--- src/rtl/ex_ctrl_pkg.sv ---
// Shared definitions for the execute-stage hazard controller.
//   ex_ctrl_state_t    : controller state encoding
//   X0_REG             : hard-wired zero register index (never a hazard source)
//   DEFAULT_MC_LATENCY : default EX occupancy of a multi-cycle op
package ex_ctrl_pkg;

    typedef enum logic [1:0] {
        RUN     = 2'd0,
        MC_WAIT = 2'd1,
        FLUSH   = 2'd2
    } ex_ctrl_state_t;

    localparam logic [4:0] X0_REG             = 5'd0;
    localparam int         DEFAULT_MC_LATENCY = 4;

endpackage

--- src/rtl/sat_counter.sv ---
// Saturating up-counter with enable.
//   clk    : clock
//   rst_n  : asynchronous active-low reset, clears the count
//   en     : increment request
//   count  : current count, sticks at all-ones
module sat_counter #(
    parameter int CNT_W = 32
) (
    input  logic             clk,
    input  logic             rst_n,
    input  logic             en,
    output logic [CNT_W-1:0] count
);

    logic [CNT_W-1:0] count_q;
    logic [CNT_W-1:0] count_d;

    always_comb begin
        count_d = count_q;
        if (en && (count_q != {CNT_W{1'b1}})) begin
            count_d = count_q + 1'b1;
        end
    end

    always_ff @(posedge clk or negedge rst_n) begin
        if (!rst_n) begin
            count_q <= '0;
        end else begin
            count_q <= count_d;
        end
    end

    assign count = count_q;

endmodule

--- src/rtl/ex_hazard_ctrl.sv ---
// Execute-stage pipeline controller.
// Sequences EX for load-use hazards, fixed-latency multi-cycle ops and
// EX-resolved branches, and drives the pipeline register enables.
//
//   state   | meaning
//   --------+-----------------------------------------------------------
//   RUN     | normal flow; branch > multi-cycle > load-use evaluated
//   MC_WAIT | multi-cycle op occupying EX; mc_cnt counts down to release
//   FLUSH   | redirect cycle; wrong-path fetch squashed, inputs ignored
//
// Ports:
//   clk, reset (async active-low)
//   ex_*   : EX-stage instruction info and branch resolution
//   id_*   : ID-stage instruction operand usage
//   stall_if/stall_id/hold_ex/bubble_ex/flush_id : pipeline register controls
//   redirect_valid/redirect_target               : registered PC redirect
//   busy        : controller not in RUN
//   stall_count : saturating count of stall_if cycles
module ex_hazard_ctrl
    import ex_ctrl_pkg::*;
#(
    parameter int MC_LATENCY = DEFAULT_MC_LATENCY,
    parameter int CNT_W      = 32
) (
    input  logic             clk,
    input  logic             reset,
    input  logic             ex_valid,
    input  logic             ex_mem_read,
    input  logic             ex_mc_op,
    input  logic [4:0]       ex_rd,
    input  logic             ex_branch_taken,
    input  logic [63:0]      ex_branch_target,
    input  logic             id_valid,
    input  logic [4:0]       id_rs1,
    input  logic [4:0]       id_rs2,
    input  logic             id_uses_rs1,
    input  logic             id_uses_rs2,
    output logic             stall_if,
    output logic             stall_id,
    output logic             hold_ex,
    output logic             bubble_ex,
    output logic             flush_id,
    output logic             redirect_valid,
    output logic [63:0]      redirect_target,
    output logic             busy,
    output logic [CNT_W-1:0] stall_count
);

    // mc_cnt only ever holds up to MC_LATENCY-1.
    localparam int              MC_W      = (MC_LATENCY > 2) ? $clog2(MC_LATENCY) : 1;
    localparam logic [MC_W-1:0] MC_LOAD   = MC_W'(MC_LATENCY - 1);
    localparam bit              MC_ACTIVE = (MC_LATENCY > 1);

    ex_ctrl_state_t  state_q, state_d;
    logic [MC_W-1:0] mc_cnt_q, mc_cnt_d;
    logic            redirect_valid_q, redirect_valid_d;
    logic [63:0]     redirect_target_q, redirect_target_d;

    logic branch_hit;
    logic mc_hit;
    logic load_use_hit;

    logic stall_if_raw, stall_id_raw, hold_ex_raw, bubble_ex_raw, flush_id_raw;

    assign branch_hit = ex_valid && ex_branch_taken;
    assign mc_hit     = MC_ACTIVE && ex_valid && ex_mc_op;

    // A load that is also a multi-cycle op never raises a load-use stall.
    assign load_use_hit = ex_valid && ex_mem_read && !ex_mc_op && (ex_rd != X0_REG) && id_valid &&
                          ((id_uses_rs1 && (id_rs1 == ex_rd)) ||
                           (id_uses_rs2 && (id_rs2 == ex_rd)));

    always_ff @(posedge clk or negedge reset) begin
        if (!reset) begin
            state_q           <= RUN;
            mc_cnt_q          <= '0;
            redirect_valid_q  <= 1'b0;
            redirect_target_q <= '0;
        end else begin
            state_q           <= state_d;
            mc_cnt_q          <= mc_cnt_d;
            redirect_valid_q  <= redirect_valid_d;
            redirect_target_q <= redirect_target_d;
        end
    end

    always_comb begin
        state_d           = state_q;
        mc_cnt_d          = mc_cnt_q;
        redirect_valid_d  = 1'b0;
        redirect_target_d = redirect_target_q;
        unique case (state_q)
            RUN: begin
                if (branch_hit) begin
                    state_d           = FLUSH;
                    redirect_valid_d  = 1'b1;
                    redirect_target_d = ex_branch_target;
                end else if (mc_hit) begin
                    state_d  = MC_WAIT;
                    mc_cnt_d = MC_LOAD;
                end
            end
            MC_WAIT: begin
                if (mc_cnt_q > MC_W'(1)) begin
                    mc_cnt_d = mc_cnt_q - 1'b1;
                end else begin
                    state_d  = RUN;
                    mc_cnt_d = '0;
                end
            end
            FLUSH: begin
                state_d = RUN;
            end
            default: begin
                state_d  = RUN;
                mc_cnt_d = '0;
            end
        endcase
    end

    always_comb begin
        stall_if_raw  = 1'b0;
        stall_id_raw  = 1'b0;
        hold_ex_raw   = 1'b0;
        bubble_ex_raw = 1'b0;
        flush_id_raw  = 1'b0;
        unique case (state_q)
            RUN: begin
                if (branch_hit) begin
                    flush_id_raw  = 1'b1;
                    bubble_ex_raw = 1'b1;
                end else if (mc_hit) begin
                    stall_if_raw = 1'b1;
                    stall_id_raw = 1'b1;
                    hold_ex_raw  = 1'b1;
                end else if (load_use_hit) begin
                    stall_if_raw  = 1'b1;
                    stall_id_raw  = 1'b1;
                    bubble_ex_raw = 1'b1;
                end
            end
            MC_WAIT: begin
                // The final count is the release cycle: EX_MEM captures the result.
                if (mc_cnt_q > MC_W'(1)) begin
                    stall_if_raw = 1'b1;
                    stall_id_raw = 1'b1;
                    hold_ex_raw  = 1'b1;
                end
            end
            FLUSH: begin
                flush_id_raw  = 1'b1;
                bubble_ex_raw = 1'b1;
            end
            default: begin
            end
        endcase
    end

    // Inputs may be live during reset; force every control low while it is asserted.
    assign stall_if  = stall_if_raw  && reset;
    assign stall_id  = stall_id_raw  && reset;
    assign hold_ex   = hold_ex_raw   && reset;
    assign bubble_ex = bubble_ex_raw && reset;
    assign flush_id  = flush_id_raw  && reset;

    assign redirect_valid  = redirect_valid_q;
    assign redirect_target = redirect_target_q;
    assign busy            = (state_q != RUN);

    sat_counter #(
        .CNT_W (CNT_W)
    ) u_stall_cnt (
        .clk   (clk),
        .rst_n (reset),
        .en    (stall_if),
        .count (stall_count)
    );

endmodule

--- config.mk ---
export PLATFORM = sky130hd
export DESIGN_NAME = ex_hazard_ctrl
export DESIGN_NICKNAME = d
export VERILOG_FILES = /design/src/rtl/ex_ctrl_pkg.sv /design/src/rtl/sat_counter.sv /design/src/rtl/ex_hazard_ctrl.sv
export SDC_FILE = /design/constraint.sdc
export NUM_CORES = 1
export LEC_CHECK = 0
export CAP_MARGIN = 15
export CORE_MARGIN = 2
export CORE_UTILIZATION = 41
export DETAILED_ROUTE_END_ITERATION = 8
export GPL_TIMING_DRIVEN = 0
export PLACE_DENSITY = 0.88
export SYNTH_ARGS = -nofsm -noshare
export SYNTH_HDL_FRONTEND = slang
export SYNTH_SLANG_ARGS = --single-unit
--- constraint.sdc ---
create_clock -name clk -period 4.1 [get_ports clk]
set_input_delay 0.82 -clock clk [delete_from_list [all_inputs] [get_ports clk]]
set_output_delay 0.82 -clock clk [all_outputs]
set_load 0.02 [all_outputs]
==> results of run 1 <==
## synthesized netlist by cell type (all sizes together), types with 5 or more instances
cell / number
nand3: 16
xnor2: 31
buf: 10
xor2: 10
mux2: 65
and4: 5
nor2: 15
nand4: 12
nand2: 16
a21oi: 5
and3: 11
dfrtp: 101
## worst min-delay path by stage
stage	start	endpoint	slack (ps)	cells past startpoint
6_report	reset	redirect_target[12]	490	1
5_1_grt	u_stall_cnt.count[26]	u_stall_cnt.count[26]	510	1
3_3_place_gp	u_stall_cnt.count[26]	u_stall_cnt.count[26]	470	1
3_5_place_dp	u_stall_cnt.count[30]	u_stall_cnt.count[30]	480	1
2_1_floorplan	mc_cnt_q[0]	mc_cnt_q[0]	490	1
4_1_cts	u_stall_cnt.count[30]	u_stall_cnt.count[30]	490	1
## placed cells by master, fill, tap and decap left out
cell	instances
a21oi_1	5
a22o_1	1
a31o_2	1
a31oi_1	2
and2_1	1
and3_1	8
and3_4	3
and4_1	5
buf_16	1
buf_2	7
buf_4	3
buf_6	1
clkbuf_1	2
clkbuf_8	13
clkdlybuf4s50_1	189
clkinvlp_4	2
dfrtp_1	101
ha_1	1
inv_1	3
mux2_2	64
mux2_4	1
nand2_1	16
nand3_1	16
nand4_1	12
nand4b_1	1
nand4bb_1	1
nor2_1	15
nor3_1	1
nor3_2	1
nor3b_1	1
o21a_2	1
o21ai_0	1
o22ai_1	1
o32ai_1	1
or2_2	1
xnor2_1	31
xor2_1	10
## kinds of logic after synthesis
family,Yosys count,synth area share
adder cells (fa/ha/maj),1,0.00294
AND/OR/NAND/NOR,82,0.107
flip-flops,101,0.595
buffers and inverters,14,0.0180
multiplexers,65,0.173
XOR/XNOR,41,0.0845
AO/OA/AOI/OAI,13,0.0197
## routing by layer
metal	part of all wire	up-vias	wire length, um	track usage
met2	0.52	114	5540	0.345
met5	0	-	0	0
li1	-	1517	-	-
met1	0.40	1607	4230	0.231
met4	0.022	0	230	0.0752
met3	0.055	20	585	0.0495
## state kept, by name (all words and copies together) (netlist names)
register / count
state_q: 2
u_stall_cnt.count: 32
mc_cnt_q: 2
redirect_target: 64
redirect_valid: 1
## layout make-up
| type | count | area share |
|---|---|---|
| flip-flops and latches | 101 | 0.386 |
| repair buffers | 191 | 0.294 |
| multi-input cells | 202 | 0.251 |
| clock buffers | 14 | 0.0279 |
| well taps | 136 | 0.0260 |
| plain buffers | 11 | 0.00994 |
| clock inverters | 2 | 0.00229 |
| inverters | 3 | 0.00172 |
## report_power, final
part           total (W)  leakage, nW  internal, W  switching (W)
clock           0.000605       0.0949     0.000288       0.000318
combinational    0.00119         1.37     0.000652       0.000539
sequential       0.00136         1.25      0.00122       0.000135
## through the flow
stage / hold slack, ps / setup slack [ps]
3_3_place_gp: 473 / -2680
5_1_grt: 510 / 336
3_5_place_dp: 479 / 444
6_report: 487 / 430
2_1_floorplan: 491 / 1450
4_1_cts: 492 / 434
## critical path: cells and delay by family
kind | cells | cell delay (ps)
AO/OA/AOI/OAI | 2 | 490
XOR/XNOR | 1 | 230
AND/OR/NAND/NOR | 1 | 110
buffers and inverters | 3 | 1200
==> results.toml, run 1 <==
[sta]
worst_pin_slew_ps = 680
skew_ps = 11.7
final_hold_viol_count = 0
setup_viol = 0
drv_slew = 0
finalSetupTns_ps = 0
post-route-period-util = 0.895
slew_headroom = 0.547
max_freq_mhz = 272
final.min_clock_period_ps = 3670
rsz0062_at_grt = "no"

[finish]
seq_area_sq_um = 2530
instances_no_fill = 660
drive_gt1_frac = 0.189
multiInputGateArea_sq_um = 1650
fillers = 784
area_delta_synth_final_pct = 54.0
final_util = 0.643
nNetsFinal = 608
num_antenna_cells = 0
fin_area_sq_um = 6540

[setup_path]
critPathLaunch = "ex_rd[2]"
path_cells = "clkdlybuf4s50_1 -> xnor2_1 -> nand4_1 -> o22ai_1 -> a31o_2 -> buf_4 -> clkdlybuf4s50_1"
slowest_stage = "clkdlybuf4s50_1"
cpPeakStageDelay_ps = 600
end_kind = "primary output"
worst-setup-path-type = "input pin to primary output"
reg2regPathDepth = 8
crit_end = "stall_if"
r2r_end = "u_stall_cnt.count[20]"
regToRegSetupSlack_ps = 1980
critPathMaxFanout = 6
r2r_start = "u_stall_cnt.count[0]"
cp_data_arrival_time_ps = 2850
cpMostUsedCell = "clkdlybuf4s50_1"
startpoint_type = "input pin"
required_ps = 3280

[yosys]
async_flop_share = 1.00
synth.yosys.seq_area_share = 0.595
synthTopCellsByArea = "dfrtp_1 (59%), mux2_2 (17%), xnor2_1 (6.4%)"
synth_ff_type = "dfrtp_1"
syn_area_per_cell_sq_um = 13.4
syn_nets = 406
yosysTopAreaCellShare = 0.595
syn_area_sq_um = 4250
synth_edf_count = 0
yosysWarnings = 0
synth_cells = 317
yosysTopAreaCell = "dfrtp_1"
ys_types = 33
synth_seq_cells = 101

[die]
row_count = 37
ios = 191
initial_utilization = 0.417
die_h_um = 106
die_x_um = 106
die_area_sq_um = 11200
core_area_sq_um = 10200

[clocking]
ctsResizeCount = 0
cts_sinks = 101
clkTransAtPathRegs_ps = 90
cts_tree = "yes"
cts-htree-levels = 3
hold_buffers = 0
clk_path_buf_depth = 2
cts_setup_buffers = 0
insertion_delay_ps = 360
cts_made_buffers = 9
root_buffer = "clkbuf_8"

[drt]
drt-initial-drc-count = 109
routed_wl_mm = 10.6
post_drt_via_cell_ratio = 4.94
final_antenna_net_count = 0
first_pass_iters = 4
drc = 0
num_vias = 3258
wl_per_cell_um = 16.0

[pwr]
power.density_nw_per_um2 = 482
total_power_w = 0.00315
p_leak_nw = 2.72
peakVddDrop_mv = 0.312

[placement]
placed_area_sq_um = 6350
dp_cells = 644
hpwl_mm = 8.17
io_buffers = 190
place_congestion = 0.820

[grt]
grt_start_max_net_pins = 55
grt_pass1_wl_mm = 17.3
grt_pass1_vias = 3393
antenna_found_initial = 0
grt_usage = 0.196
grt-ovfl-total = 0

[min_path]
hold_path_class = "input pin to asynchronous set/reset pin"

[outcome]
status = "complete, no violations"

[flow_run]
cap_violations = 0
Power figures use the tool's default switching activity.
==> inputs of run 2 (changes only) <==
--- a/config.mk
+++ b/config.mk
@@ -14,3 +14,4 @@
 export SYNTH_ARGS = -nofsm -noshare
 export SYNTH_HDL_FRONTEND = slang
 export SYNTH_SLANG_ARGS = --single-unit
+export TNS_END_PERCENT = 50
==> results of run 2 <==
Final layout, timing and power as in run 1 (identical DEF).
